### src/rtl/ahb_arbiter.sv
// Round-robin AHB bus arbiter with default-master parking, burst tracking and
// locked-transfer hold. Grant moves only at arbitration points; HMASTER follows on the next ready edge.
module ahb_arbiter #(
    parameter int NUM_MASTERS    = 4,
    parameter int DEFAULT_MASTER = 0,
    parameter int MW             = $clog2(NUM_MASTERS)
) (
    input  logic                   clk,
    input  logic                   reset,
    input  logic [NUM_MASTERS-1:0] HBUSREQ,
    input  logic [NUM_MASTERS-1:0] HLOCK,
    input  logic [1:0]             HTRANS,
    input  logic [2:0]             HBURST,
    input  logic                   HREADY,
    output logic [NUM_MASTERS-1:0] HGRANT,
    output logic [MW-1:0]          HMASTER,
    output logic                   HMASTLOCK
);

    localparam logic [1:0] TR_IDLE   = 2'b00;
    localparam logic [1:0] TR_NONSEQ = 2'b10;
    localparam logic [1:0] TR_SEQ    = 2'b11;
    localparam logic [2:0] BU_INCR   = 3'b001;

    localparam logic [MW-1:0]          DEF_IDX   = MW'(DEFAULT_MASTER);
    localparam logic [NUM_MASTERS-1:0] DEF_GRANT = {{(NUM_MASTERS-1){1'b0}}, 1'b1} << DEFAULT_MASTER;

    typedef enum logic [1:0] {
        ST_PARK   = 2'b00,
        ST_OWN    = 2'b01,
        ST_BURST  = 2'b10,
        ST_LOCKED = 2'b11
    } state_t;

    state_t                 state_reg, state_next;
    logic [3:0]             beats_reg, beats_next;
    logic [MW-1:0]          owner_reg, owner_next;
    logic [NUM_MASTERS-1:0] grant_reg, grant_next;
    logic [MW-1:0]          master_reg;
    logic                   mastlock_reg;

    logic                   is_idle, is_nonseq, is_seq;
    logic [3:0]             load_val;
    logic                   owner_lock, arb_point;
    logic [MW-1:0]          cand_idx [NUM_MASTERS];
    logic [NUM_MASTERS-1:0] cand_hit;
    logic                   found;
    logic [MW-1:0]          sel_idx;

    assign is_idle    = (HTRANS == TR_IDLE);
    assign is_nonseq  = (HTRANS == TR_NONSEQ);
    assign is_seq     = (HTRANS == TR_SEQ);
    assign owner_lock = HLOCK[owner_reg];

    always_comb begin
        load_val = 4'd0;
        case (HBURST[2:1])
            2'b00:   load_val = 4'd0;
            2'b01:   load_val = 4'd3;
            2'b10:   load_val = 4'd7;
            default: load_val = 4'd15;
        endcase
    end

    // A SEQ inside a locked sequence never releases the bus, even on its last beat.
    assign arb_point = HREADY && !owner_lock && !(state_reg == ST_LOCKED && is_seq) &&
                       (is_idle ||
                        (is_nonseq && load_val == 4'd0) ||
                        (is_seq && beats_reg == 4'd1) ||
                        (HBURST == BU_INCR && (is_nonseq || is_seq)));

    // Candidate gi is the (gi+1)-th master after the owner; the owner itself is checked last.
    genvar gi;
    generate
        for (gi = 0; gi < NUM_MASTERS; gi++) begin : g_cand
            assign cand_idx[gi] = MW'((int'(owner_reg) + 1 + gi) % NUM_MASTERS);
            assign cand_hit[gi] = HBUSREQ[cand_idx[gi]];
        end
    endgenerate

    always_comb begin
        found   = 1'b0;
        sel_idx = DEF_IDX;
        for (int i = NUM_MASTERS - 1; i >= 0; i--) begin
            if (cand_hit[i]) begin
                found   = 1'b1;
                sel_idx = cand_idx[i];
            end
        end
    end

    always_comb begin
        state_next = state_reg;
        beats_next = beats_reg;
        owner_next = owner_reg;
        if (HREADY) begin
            if (is_nonseq)
                beats_next = load_val;
            else if (is_seq && beats_reg != 4'd0)
                beats_next = beats_reg - 4'd1;
            else if (is_idle)
                beats_next = 4'd0;

            if (owner_lock) begin
                state_next = ST_LOCKED;
            end else if (arb_point) begin
                owner_next = found ? sel_idx : DEF_IDX;
                state_next = found ? ST_OWN : ST_PARK;
            end else if (is_nonseq && load_val != 4'd0) begin
                state_next = ST_BURST;
            end else if (state_reg == ST_LOCKED && !is_seq) begin
                state_next = ST_OWN;
            end
        end
    end

    generate
        for (gi = 0; gi < NUM_MASTERS; gi++) begin : g_grant
            assign grant_next[gi] = (owner_next == MW'(gi));
        end
    endgenerate

    always_ff @(posedge clk or negedge reset) begin
        if (!reset) begin
            state_reg    <= ST_PARK;
            beats_reg    <= 4'd0;
            owner_reg    <= DEF_IDX;
            grant_reg    <= DEF_GRANT;
            master_reg   <= DEF_IDX;
            mastlock_reg <= 1'b0;
        end else if (HREADY) begin
            state_reg    <= state_next;
            beats_reg    <= beats_next;
            owner_reg    <= owner_next;
            grant_reg    <= grant_next;
            master_reg   <= owner_reg;
            mastlock_reg <= HLOCK[owner_reg];
        end
    end

    assign HGRANT    = grant_reg;
    assign HMASTER   = master_reg;
    assign HMASTLOCK = mastlock_reg;

endmodule
### config.mk
export PLATFORM = sky130hd
export DESIGN_NAME = ahb_arbiter
export DESIGN_NICKNAME = d
export VERILOG_FILES = /design/src/rtl/ahb_arbiter.sv
export SDC_FILE = /design/constraint.sdc
export NUM_CORES = 1
export LEC_CHECK = 0
export BUFFER_PORTS_ARGS = -buffer_cell sky130_fd_sc_hd__clkbuf_2
export CELL_PAD_IN_SITES_DETAIL_PLACEMENT = 1
export CELL_PAD_IN_SITES_GLOBAL_PLACEMENT = 1
export CORE_UTILIZATION = 35
export CTS_BUF_LIST = sky130_fd_sc_hd__clkbuf_4 sky130_fd_sc_hd__clkbuf_8
export DETAILED_ROUTE_END_ITERATION = 8
export PLACE_DENSITY = 0.7
export SLEW_MARGIN = 10
export SYNTH_ARGS = -nofsm -noshare
export SYNTH_HDL_FRONTEND = slang
export SYNTH_SLANG_ARGS = --single-unit
### constraint.sdc
create_clock -name clk -period 1.9 [get_ports clk]
set_input_delay 0.19 -clock clk [delete_from_list [all_inputs] [get_ports clk]]
set_output_delay 0.19 -clock clk [all_outputs]
set_load 0.01 [all_outputs]
==> summary.txt <==
Timing
  – Unrepaired setup endpoints after global routing: no
  – Final Max Slew Viols: 0
  – Clock Skew: 0.0125 ns
  – Max-slew headroom: 72.9%
  – Setup TNS: 0 ns
  – Final setup margin: 0.150 ns
  – Final min period: 1.75 ns
  – Fin. Hold Viols: 0
  – Endpoints failing setup: 0
  – Worst-Margin Slew: 0.402 ns
  – Period utilization: 92.1%
  – Fmax: 571 MHz

Detailed routing
  – Routed len/inst: 13.8 µm
  – DR vias/cell: 5.17
  – DR iter-0 viols: 4
  – Post-route ant nets: 0
  – DR DRC count: 0
  – Drt first pass iters: 4
  – Via count: 842
  – Final WL: 2.25 mm

Clock tree
  – CTS tree: yes
  – CTS buffer count: 3
  – Max Root-Sink Buffers: 2
  – Clock transition at path regs: 0.11 ns
  – Worst skew pair latency: 0.30 ns
  – # Post-CTS Setup Buffers: 0
  – Root Buffer: clkbuf_4
  – CTS HTree Levels: 1
  – Clock sinks: 15

Pwr
  – Peak VDD IR: 0.679 mV
  – Pwr dens: 1140 nW/µm²
  – Total leakage power: 0.000549 µW

Synth
  – Cell count after synthesis: 105
  – Top cells by area, synth: dfrtp_1, nor2_1, a21oi_1, nand2_1, mux2_2
  – Main synth FF type: dfrtp_1
  – Syn_area_per_cell: 8.81 µm²
  – Yosys warns: 0
  – Top-area cell type share of the netlist area: 37.9%
  – Synth unique cells: 33
  – Register area share after synthesis: 40.7%
  – Cell taking the most area after synthesis: dfrtp_1
  – Seq cells post-synth: 15
  – Cell area after synthesis: 925 µm²
  – Post-Synthesis Net Count: 124
  – Post-synth EDFFs: 0
  – Ys async rst share: 100%

Min path
  – Worst Hold End: beats_reg[3]
  – Hold Crit Depth: 3
  – Critical hold path startpoint: HBURST[1]
  – Hold WC Path Type: input pin to register

Critical path
  – Worst EP required: 2.10 ns
  – CP Class: register to register
  – Bufs and invs on worst path: 0
  – Critical Path Start Type: register
  – Reg2Reg Setup Slack: 0.15 ns
  – Largest stage delay, worst path: 0.58 ns
  – Crit Path Max Fanout: 4
  – Slowest CP cell: mux4_2
  – CP endpoint kind: register
  – Arr. time, crit path: 1.95 ns
  – Critical-path cell list: mux4_2, nor3_4, a21oi_1, a21o_1, a22o_1
  – Top cell family by delay on the critical path: multiplexers
  – Crit Reg-Reg Startpoint: owner_reg[0]
  – RR Endpoint: HGRANT[2]
  – R2R depth: 5

GRT
  – Total Routing Usage GR: 20.0%
  – Global-route wire length before repair: 3.99 mm
  – Initial antenna violation count: 0
  – GRT overflow: 0
  – Number of global-route vias before repair: 895
  – Pin count of the biggest net entering global routing: 16

Placed design
  – Place WS: 0.145 ns
  – GPL Wtd Cong: 0.821
  – I/O Buffers: 22
  – Post-DP HPWL: 1.82 mm

Floorplanning
  – # IOs: 23
  – Die area: 2850 µm²
  – Initial cell density of the core: 37.3%
  – Height of the die: 53.4 µm
  – # rows: 18
  – Core ar.: 2480 µm²
  – Width of the die: 53.4 µm

Cells and area
  – Ant. Diodes: 0
  – Multi-input logic area: 515 µm²
  – Layout cells sized above 1: 32.3%
  – Storage element area: 377 µm²
  – Nets: 153
  – Synthesis-to-finish area growth: 22.5%
  – FILL cells: 324

Outcome
  – Run status: completed

Job
  – Max_cap viols: 0
## Yosys cell counts (2+ instances only)
| cell type | instances |
|---|---|
| dfrtp_1 | 14 |
| nor2_1 | 14 |
| nand2_1 | 13 |
| a21oi_1 | 10 |
| o21ai_0 | 6 |
| inv_1 | 5 |
| mux2_2 | 4 |
| nand2b_1 | 4 |
| nand3_1 | 4 |
| ha_1 | 3 |
| a22o_1 | 2 |
| a31oi_1 | 2 |
| and2_1 | 2 |
| buf_2 | 2 |
| o2bb2ai_1 | 2 |
## logic make-up (layout without fill, tap and decap cells)
group	after synthesis	in the layout	synth area share, %
flip-flops	15	15	40.7
AND/OR/NAND/NOR	43	43	22.5
adder cells (fa/ha/maj)	3	3	4.06
AO/OA/AOI/OAI	30	30	21.5
buffers and inverters	9	37	3.92
multiplexers	5	5	7.31
## how the worst max path moves through the flow
stage / start / endpoint / slack, ns / depth (start not counted)
2_1_floorplan: owner_reg[0] / HGRANT[2] / 0.16 / 5
6_report: owner_reg[0] / HGRANT[2] / 0.15 / 5
4_1_cts: owner_reg[0] / HGRANT[2] / 0.13 / 5
3_3_place_gp: owner_reg[0] / HGRANT[2] / 0.16 / 5
3_5_place_dp: owner_reg[0] / HGRANT[2] / 0.14 / 5
5_1_grt: owner_reg[0] / HGRANT[3] / 0.03 / 5
## report_power, final
part	internal (µW)	total [µW]	leakage, µW	switching, µW
clock network	80.3	199	0.0000139	119
registers	443	512	0.000182	69.1
logic	268	577	0.000353	309
total	791	1290	0.000549	497
## layout make-up
cell class | instances | area share (%)
repair buffers | 27 | 13.3
flip-flops and latches | 15 | 33.3
clock inverters | 1 | 0.663
well taps | 30 | 3.31
inverters | 6 | 1.99
clock buffers | 3 | 1.99
multi-input cells | 81 | 45.5
## layer usage
layer  vias up  part of all wire (%)  global-route usage, %
li1        421                     -                      -
met1       392                    44                   23.6
met2        25                    50                   35.0
met3         4                   5.0                   5.46
met4         0                   1.1                   5.26
met5         -                     0                      0
## tightest hold or removal path, delay by kind of cell
family | cells | cell delay [ns]
buffers and inverters | 1 | 0.10
AOI/OAI and AO/OA | 1 | 0.06
and+or+nand+nor | 1 | 0.10
## placed cells by master, fill, tap and decap left out, types with 2 or more instances in the layout
master,n
clkbuf_2,22
dfrtp_1,14
nor2_1,14
nand2_1,13
a21oi_1,10
o21ai_0,6
inv_1,5
nand3_1,4
mux2_2,4
nand2b_1,4
buf_4,4
ha_1,3
clkbuf_4,3
a31oi_1,2
and2_1,2
a22o_1,2
o2bb2ai_1,2
## metrics by stage
step           total power, µW  hold WS [ns]  cell area (µm²)  util [%]  std cells
4_1_cts                   1300         0.184             1130      45.6        163
6_report                  1290         0.193             1130      45.7        163
2_1_floorplan              884        -0.106              925         -        105
3_3_place_gp              1080         0.135             1090      43.9        158
5_1_grt                   1410         0.202             1130      45.7        163
3_5_place_dp              1100         0.129             1090      43.9        158
## what timing repair did
item,CTS,global route
endpoints found under the hold margin,14,0
gates resized for setup,0,1
setup endpoints to repair,0,2
hold buffers,1,0
(Power assumes the default switching activity.)
